File: src/rtl/fpu_issue_sequencer.sv
`default_nettype none
// ============================================================================
// Module   : fpu_issue_sequencer
// Brief    : Sequences one FP instruction from the core through RF read, the
//            shared execution unit and write-back; keeps sticky IEEE flags.
//            Optional EXEC watchdog enabled by defining FPU_TIMEOUT_EN.
// Revision : 1.0 - initial release
// ============================================================================
module fpu_issue_sequencer #(
    parameter int WIDTH   = 32,
    parameter int TIMEOUT = 64
) (
    input  logic             clk,
    input  logic             reset,
    input  logic             issue_valid,
    input  logic [2:0]       issue_op,
    input  logic [4:0]       issue_fs,
    input  logic [4:0]       issue_ft,
    input  logic [4:0]       issue_fd,
    output logic             stall,
    output logic [4:0]       rf_ra1,
    output logic [4:0]       rf_ra2,
    input  logic [WIDTH-1:0] rf_rd1,
    input  logic [WIDTH-1:0] rf_rd2,
    output logic             rf_we,
    output logic [4:0]       rf_wa,
    output logic [WIDTH-1:0] rf_wd,
    output logic             eu_start,
    output logic [2:0]       eu_op,
    output logic [WIDTH-1:0] eu_a,
    output logic [WIDTH-1:0] eu_b,
    input  logic             eu_done,
    input  logic [WIDTH-1:0] eu_result,
    input  logic [4:0]       eu_flags,
    input  logic             flags_clr,
    output logic             fcc,
    output logic [4:0]       sticky_flags,
    output logic             err_illegal
);

    localparam logic [1:0] c_IDLE = 2'd0;
    localparam logic [1:0] c_READ = 2'd1;
    localparam logic [1:0] c_EXEC = 2'd2;
    localparam logic [1:0] c_WB   = 2'd3;

    localparam logic [2:0] c_OP_MOV = 3'b100;
    localparam logic [2:0] c_OP_CMP = 3'b101;

    if (WIDTH < 1 || TIMEOUT < 1) begin : g_param_check
        $error("fpu_issue_sequencer: WIDTH and TIMEOUT must be >= 1");
    end

    logic [1:0]       r_state;
    logic [1:0]       w_next_state;

    logic [2:0]       r_op;
    logic [4:0]       r_fs;
    logic [4:0]       r_ft;
    logic [4:0]       r_fd;
    logic [WIDTH-1:0] r_eu_a;
    logic [WIDTH-1:0] r_eu_b;
    logic             r_eu_start;
    logic [WIDTH-1:0] r_result;
    logic             r_fcc;
    logic [4:0]       r_sticky;
    logic             r_err;

    logic             w_issue_illegal;
    logic             w_lat_illegal;
    logic             w_lat_writes;
    logic             w_timeout;
    logic             w_aborted;
    logic [4:0]       w_flag_set;
    logic             w_err_set;

    assign w_issue_illegal = (issue_op[2:1] == 2'b11);
    assign w_lat_illegal   = (r_op[2:1] == 2'b11);
    // add/sub/mul/div/mov are the ops that write the destination register
    assign w_lat_writes    = (r_op <= c_OP_MOV);

`ifdef FPU_TIMEOUT_EN
    localparam int c_TMO_W = $clog2(TIMEOUT + 1);

    logic [c_TMO_W-1:0] r_tmo_cnt;
    logic               r_aborted;

    assign w_timeout = (r_state == c_EXEC) && !eu_done &&
                       (r_tmo_cnt == c_TMO_W'(TIMEOUT - 1));
    assign w_aborted = r_aborted;

    // Counter sits at zero outside EXEC, so it restarts on every EXEC entry
    always_ff @(posedge clk or posedge reset) begin
        if (reset) begin
            r_tmo_cnt <= '0;
            r_aborted <= 1'b0;
        end else begin
            if (r_state == c_EXEC) begin
                r_tmo_cnt <= r_tmo_cnt + c_TMO_W'(1);
            end else begin
                r_tmo_cnt <= '0;
            end
            r_aborted <= w_timeout;
        end
    end
`else
    assign w_timeout = 1'b0;
    assign w_aborted = 1'b0;
`endif

    // ------------------------------------------------------------------
    // State register
    // ------------------------------------------------------------------
    always_ff @(posedge clk or posedge reset) begin
        if (reset) begin
            r_state <= c_IDLE;
        end else begin
            r_state <= w_next_state;
        end
    end

    // ------------------------------------------------------------------
    // Next-state logic
    // ------------------------------------------------------------------
    always_comb begin
        w_next_state = r_state;
        case (r_state)
            c_IDLE: begin
                if (issue_valid) begin
                    w_next_state = c_READ;
                end
            end
            c_READ: begin
                if ((r_op == c_OP_MOV) || w_lat_illegal) begin
                    w_next_state = c_WB;
                end else begin
                    w_next_state = c_EXEC;
                end
            end
            c_EXEC: begin
                if (eu_done || w_timeout) begin
                    w_next_state = c_WB;
                end
            end
            c_WB:    w_next_state = c_IDLE;
            default: w_next_state = c_IDLE;
        endcase
    end

    // ------------------------------------------------------------------
    // Output logic
    // ------------------------------------------------------------------
    always_comb begin
        stall  = 1'b0;
        rf_ra1 = r_fs;
        rf_ra2 = r_ft;
        rf_we  = 1'b0;
        rf_wa  = r_fd;
        rf_wd  = r_result;
        case (r_state)
            c_IDLE: begin
                stall  = issue_valid;
                rf_ra1 = issue_fs;
                rf_ra2 = issue_ft;
            end
            c_READ: stall = 1'b1;
            c_EXEC: stall = 1'b1;
            c_WB:   rf_we = w_lat_writes && !w_aborted;
            default: stall = 1'b0;
        endcase
    end

    assign eu_start     = r_eu_start;
    assign eu_op        = r_op;
    assign eu_a         = r_eu_a;
    assign eu_b         = r_eu_b;
    assign fcc          = r_fcc;
    assign sticky_flags = r_sticky;
    assign err_illegal  = r_err;

    // ------------------------------------------------------------------
    // Instruction latch, operand capture and result path
    // ------------------------------------------------------------------
    always_ff @(posedge clk or posedge reset) begin
        if (reset) begin
            r_op       <= '0;
            r_fs       <= '0;
            r_ft       <= '0;
            r_fd       <= '0;
            r_eu_a     <= '0;
            r_eu_b     <= '0;
            r_eu_start <= 1'b0;
            r_result   <= '0;
            r_fcc      <= 1'b0;
        end else begin
            r_eu_start <= (r_state == c_READ) && (w_next_state == c_EXEC);
            case (r_state)
                c_IDLE: begin
                    if (issue_valid) begin
                        r_op <= issue_op;
                        r_fs <= issue_fs;
                        r_ft <= issue_ft;
                        r_fd <= issue_fd;
                    end
                end
                c_READ: begin
                    // Operands are frozen here, so fd == fs is safe at WB
                    r_eu_a <= rf_rd1;
                    r_eu_b <= rf_rd2;
                    if (r_op == c_OP_MOV) begin
                        r_result <= rf_rd1;
                    end
                end
                c_EXEC: begin
                    if (eu_done) begin
                        r_result <= eu_result;
                    end
                end
                c_WB: begin
                    if ((r_op == c_OP_CMP) && !w_aborted) begin
                        r_fcc <= r_result[0];
                    end
                end
                default: r_fcc <= r_fcc;
            endcase
        end
    end

    // ------------------------------------------------------------------
    // Sticky exception flags: a clear never masks same-cycle new flags
    // ------------------------------------------------------------------
    always_comb begin
        w_flag_set = 5'b0;
        if ((r_state == c_EXEC) && eu_done) begin
            w_flag_set = eu_flags;
        end
        if (w_timeout) begin
            w_flag_set[4] = 1'b1;
        end
    end

    assign w_err_set = ((r_state == c_IDLE) && issue_valid && w_issue_illegal) ||
                       w_timeout;

    always_ff @(posedge clk or posedge reset) begin
        if (reset) begin
            r_sticky <= 5'b0;
            r_err    <= 1'b0;
        end else begin
            r_sticky <= (flags_clr ? 5'b0 : r_sticky) | w_flag_set;
            r_err    <= (flags_clr ? 1'b0 : r_err) | w_err_set;
        end
    end

endmodule
`default_nettype wire

File: config.mk
export PLATFORM = sky130hd
export DESIGN_NAME = fpu_issue_sequencer
export DESIGN_NICKNAME = d
export VERILOG_FILES = /design/src/rtl/fpu_issue_sequencer.sv
export SDC_FILE = /design/constraint.sdc
export NUM_CORES = 1
export LEC_CHECK = 0
export ABC_AREA = 1
export BUFFER_PORTS_ARGS = -buffer_cell sky130_fd_sc_hd__buf_2
export CELL_PAD_IN_SITES_DETAIL_PLACEMENT = 1
export CELL_PAD_IN_SITES_GLOBAL_PLACEMENT = 2
export CORE_ASPECT_RATIO = 0.5
export CORE_UTILIZATION = 25
export CTS_BUF_LIST = sky130_fd_sc_hd__clkbuf_16
export DETAILED_ROUTE_END_ITERATION = 12
export PLACE_DENSITY = 0.75
export SLEW_MARGIN = 20
export SYNTH_ARGS = -nofsm -noshare
export SYNTH_HDL_FRONTEND = slang
export SYNTH_SLANG_ARGS = --single-unit
File: constraint.sdc
create_clock -name clk -period 4.65 [get_ports clk]
set_input_delay 0.93 -clock clk [delete_from_list [all_inputs] [get_ports clk]]
set_output_delay 0.93 -clock clk [all_outputs]
set_load 0.03 [all_outputs]
==> results_dict.tcl <==
set metrics [dict create \
    status "finished clean" \
    ys_seq_area_share_pct 57.9 \
    p_leak_uw 0.00416 \
    tritoncts "yes" \
    grt-ovfl-total 0 \
    n_antenna_cell 0 \
    crit_type "flop to output pin" \
    via_count 5005 \
    cts_resized 0 \
    numPortBuffers 247 \
    ctsHoldBuffers 0 \
    avgSynthCellArea_um2 8.35 \
    clkPwrFrac_pct 20.4 \
    drc 0 \
    worstSkewPairLatency_ps 430 \
    end_kind "output pin" \
    hp-class "flop to flop" \
    die-area_mm2 0.0221 \
    fin_crit_sh_pct 71.1 \
    worst_pin_slew_ps 1000 \
    relSlewSlack_pct 33.0 \
    drv_cap 0 \
    drive_gt1_share_pct 31.6 \
    hold_viol 0 \
    worstSetupStartpointType "flop" \
    synthCells 642 \
    ys_warn_count 0 \
    fin_nets 1007 \
    power_frac_comb_pct 50.3 \
    setup_tns_ps 0 \
    grt_first_pass_wirelength_um 27600 \
    area_growth_syn_to_layout_pct 37.4 \
    skew_ps 6.23 \
    gp_congestion 0.731 \
    ant_nets 0 \
    peakVddDrop_mv 0.387 \
    drv_slew 0 \
    switching_share_pct 48.8 \
    powerDensity_mw_per_mm2 864 \
    core-area_mm2 0.0208 \
    clock-root-buffer "clkbuf_16" \
    async_reset_ff_share_pct 100 \
    cts_sinks 124 \
    vias_per_cell 4.30 \
    p_int_uw 3260 \
    setup_viol 0 \
    ys_types 19 \
    die_w_um 209 \
    synth_area_leaders "dfrtp_1 (58%), nand2_1 (18%), o21ai_0 (7.8%), inv_1 (4.2%), nand3_1 (3.8%)" \
    cts_buffers 17 \
    rows 37 \
    cts.clk_slew.worst_paths_ps 50 \
    wl_um 17100 \
    cts_setup_buffers 0 \
    required_ps 3720 \
    netlist_area_mm2 0.00536 \
    dp_hpwl_um 12100 \
    synth_edf_count 0 \
    antenna_found_initial 0 \
    grt_pass1_vias 5304 \
    cp_max_fo 30 \
    fillers 2589 \
    synth_top_area_share_pct 57.9 \
    rsz0062_at_grt "false" \
    seq_power_share_pct 29.4 \
    dpl-instance-area_mm2 0.00680 \
    synth_ff_type "dfrtp_1" \
    fmax_mhz 302 \
    grt_max_degree 97 \
    htreeDepth 4 \
    initial_utilization_pct 25.8 \
    final_util_pct 35.4 \
    post_drt_wl_per_cell_um 14.7 \
    fin_crit_ps 3310 \
    stdcell_area_mm2 0.00737 \
    drtIter0Drc 201 \
    globalRouteTotalUtil_pct 16.2 \
    netSwitchingPower_uw 3100 \
    finalPower_uw 6360 \
    synth.ff_latch_count 124 \
    synth_nets 771 \
    synth_top_area_cell "dfrtp_1" \
    ios 248 \
    cts_buffer_depth 2 \
    die_h_um 106 \
    arrival_ps 2380 \
    holdWs_ps 461 \
    firstDrtPassIters 4 \
]
[worst paths after layout]
path	start	to	slack [ps]	cells after the start
setup / recovery	r_state[0]$_DFF_PP0_	stall	1340	6
hold / removal	eu_b[11]$_DFFE_PP0P_	eu_b[11]$_DFFE_PP0P_	460	2
setup reg to reg	r_state[0]$_DFF_PP0_	rf_wd[24]$_DFFE_PP0P_	2030	6
hold reg to reg	eu_b[11]$_DFFE_PP0P_	eu_b[11]$_DFFE_PP0P_	460	2
max in group asynchronous	reset	eu_b[28]$_DFFE_PP0P_	3120	3
min in group asynchronous	reset	eu_b[5]$_DFFE_PP0P_	690	2
[layout by cell type (no fill, tap or decap), drive strengths merged]
cell	instances
nand2	264
buf	253
dfrtp	124
o21ai	85
inv	65
nand3	41
clkbuf	17
a21oi	12
nor2	10
clkinv	8
ha	5
bufinv	3
and2	1
o22ai	1
a21boi	1
nand4	1
[through the flow]
step,worst slack (ps),cells
floorplan,421,642
global placement,1860,1132
detailed placement,1760,1132
CTS,1290,1164
global route,1120,1164
finish,1340,1164
[critical path, cell delays in order, from the launching register on]
cell and delay (ps):
dfrtp_1 420, inv_1 140, ha_1 640, nand2_1 110
buf_4 240, a21oi_1 170, buf_2 220
[state kept, by name, summed over array words and instances (netlist names), 2 cells and up]
name	flops
r_ft	5
r_fs	5
sticky_flags	5
eu_b	32
eu_a	32
rf_wa	5
r_state	2
rf_wd	32
eu_op	3
[layer usage]
layer  wire [um]  vias to the layer above  GRT usage [%]
met4         236                        0           5.67
li1            -                     2469              -
met2        8710                       79           28.4
met1        7630                     2439           19.2
met3         553                       18           4.20
met5           0                        -              0
[cell usage after synthesis, types with 5 or more instances]
master / n
nand2_1: 263
dfrtp_1: 124
o21ai_0: 84
inv_1: 60
nand3_1: 41
clkbuf_1: 15
buf_2: 14
a21oi_1: 12
nor2_1: 10
buf_6: 6
ha_1: 5
[power groups by stage]
stage	clock network [uW]	registers, uW	logic, uW
finish	1300	1870	3200
global route	1380	1940	3540
CTS	1340	1870	3270
detailed placement	0	1880	3270
global placement	0	1870	3210
floorplan	0	2760	1400
[kinds of logic after synthesis]
kind of cell               after synthesis  share of synthesized area (%)
and+or+nand+nor                        317                           23.4
DFF                                    124                           57.9
AOI/OAI and AO/OA                       99                           9.52
buffers and inverters                   97                           8.07
adders and majority gates                5                           1.17
[layout make-up]
class	instances	area, um^2	area share [%]
Sequential cell	124	3100	42.1
Timing Repair Buffer	253	1290	17.6
Clock buffer	17	425	5.77
Clock inverter	15	140	1.90
Tap cell	273	342	4.64
Inverter	61	234	3.18
Multi-Input combinational cell	421	1830	24.8
(Power assumes the default switching activity.)
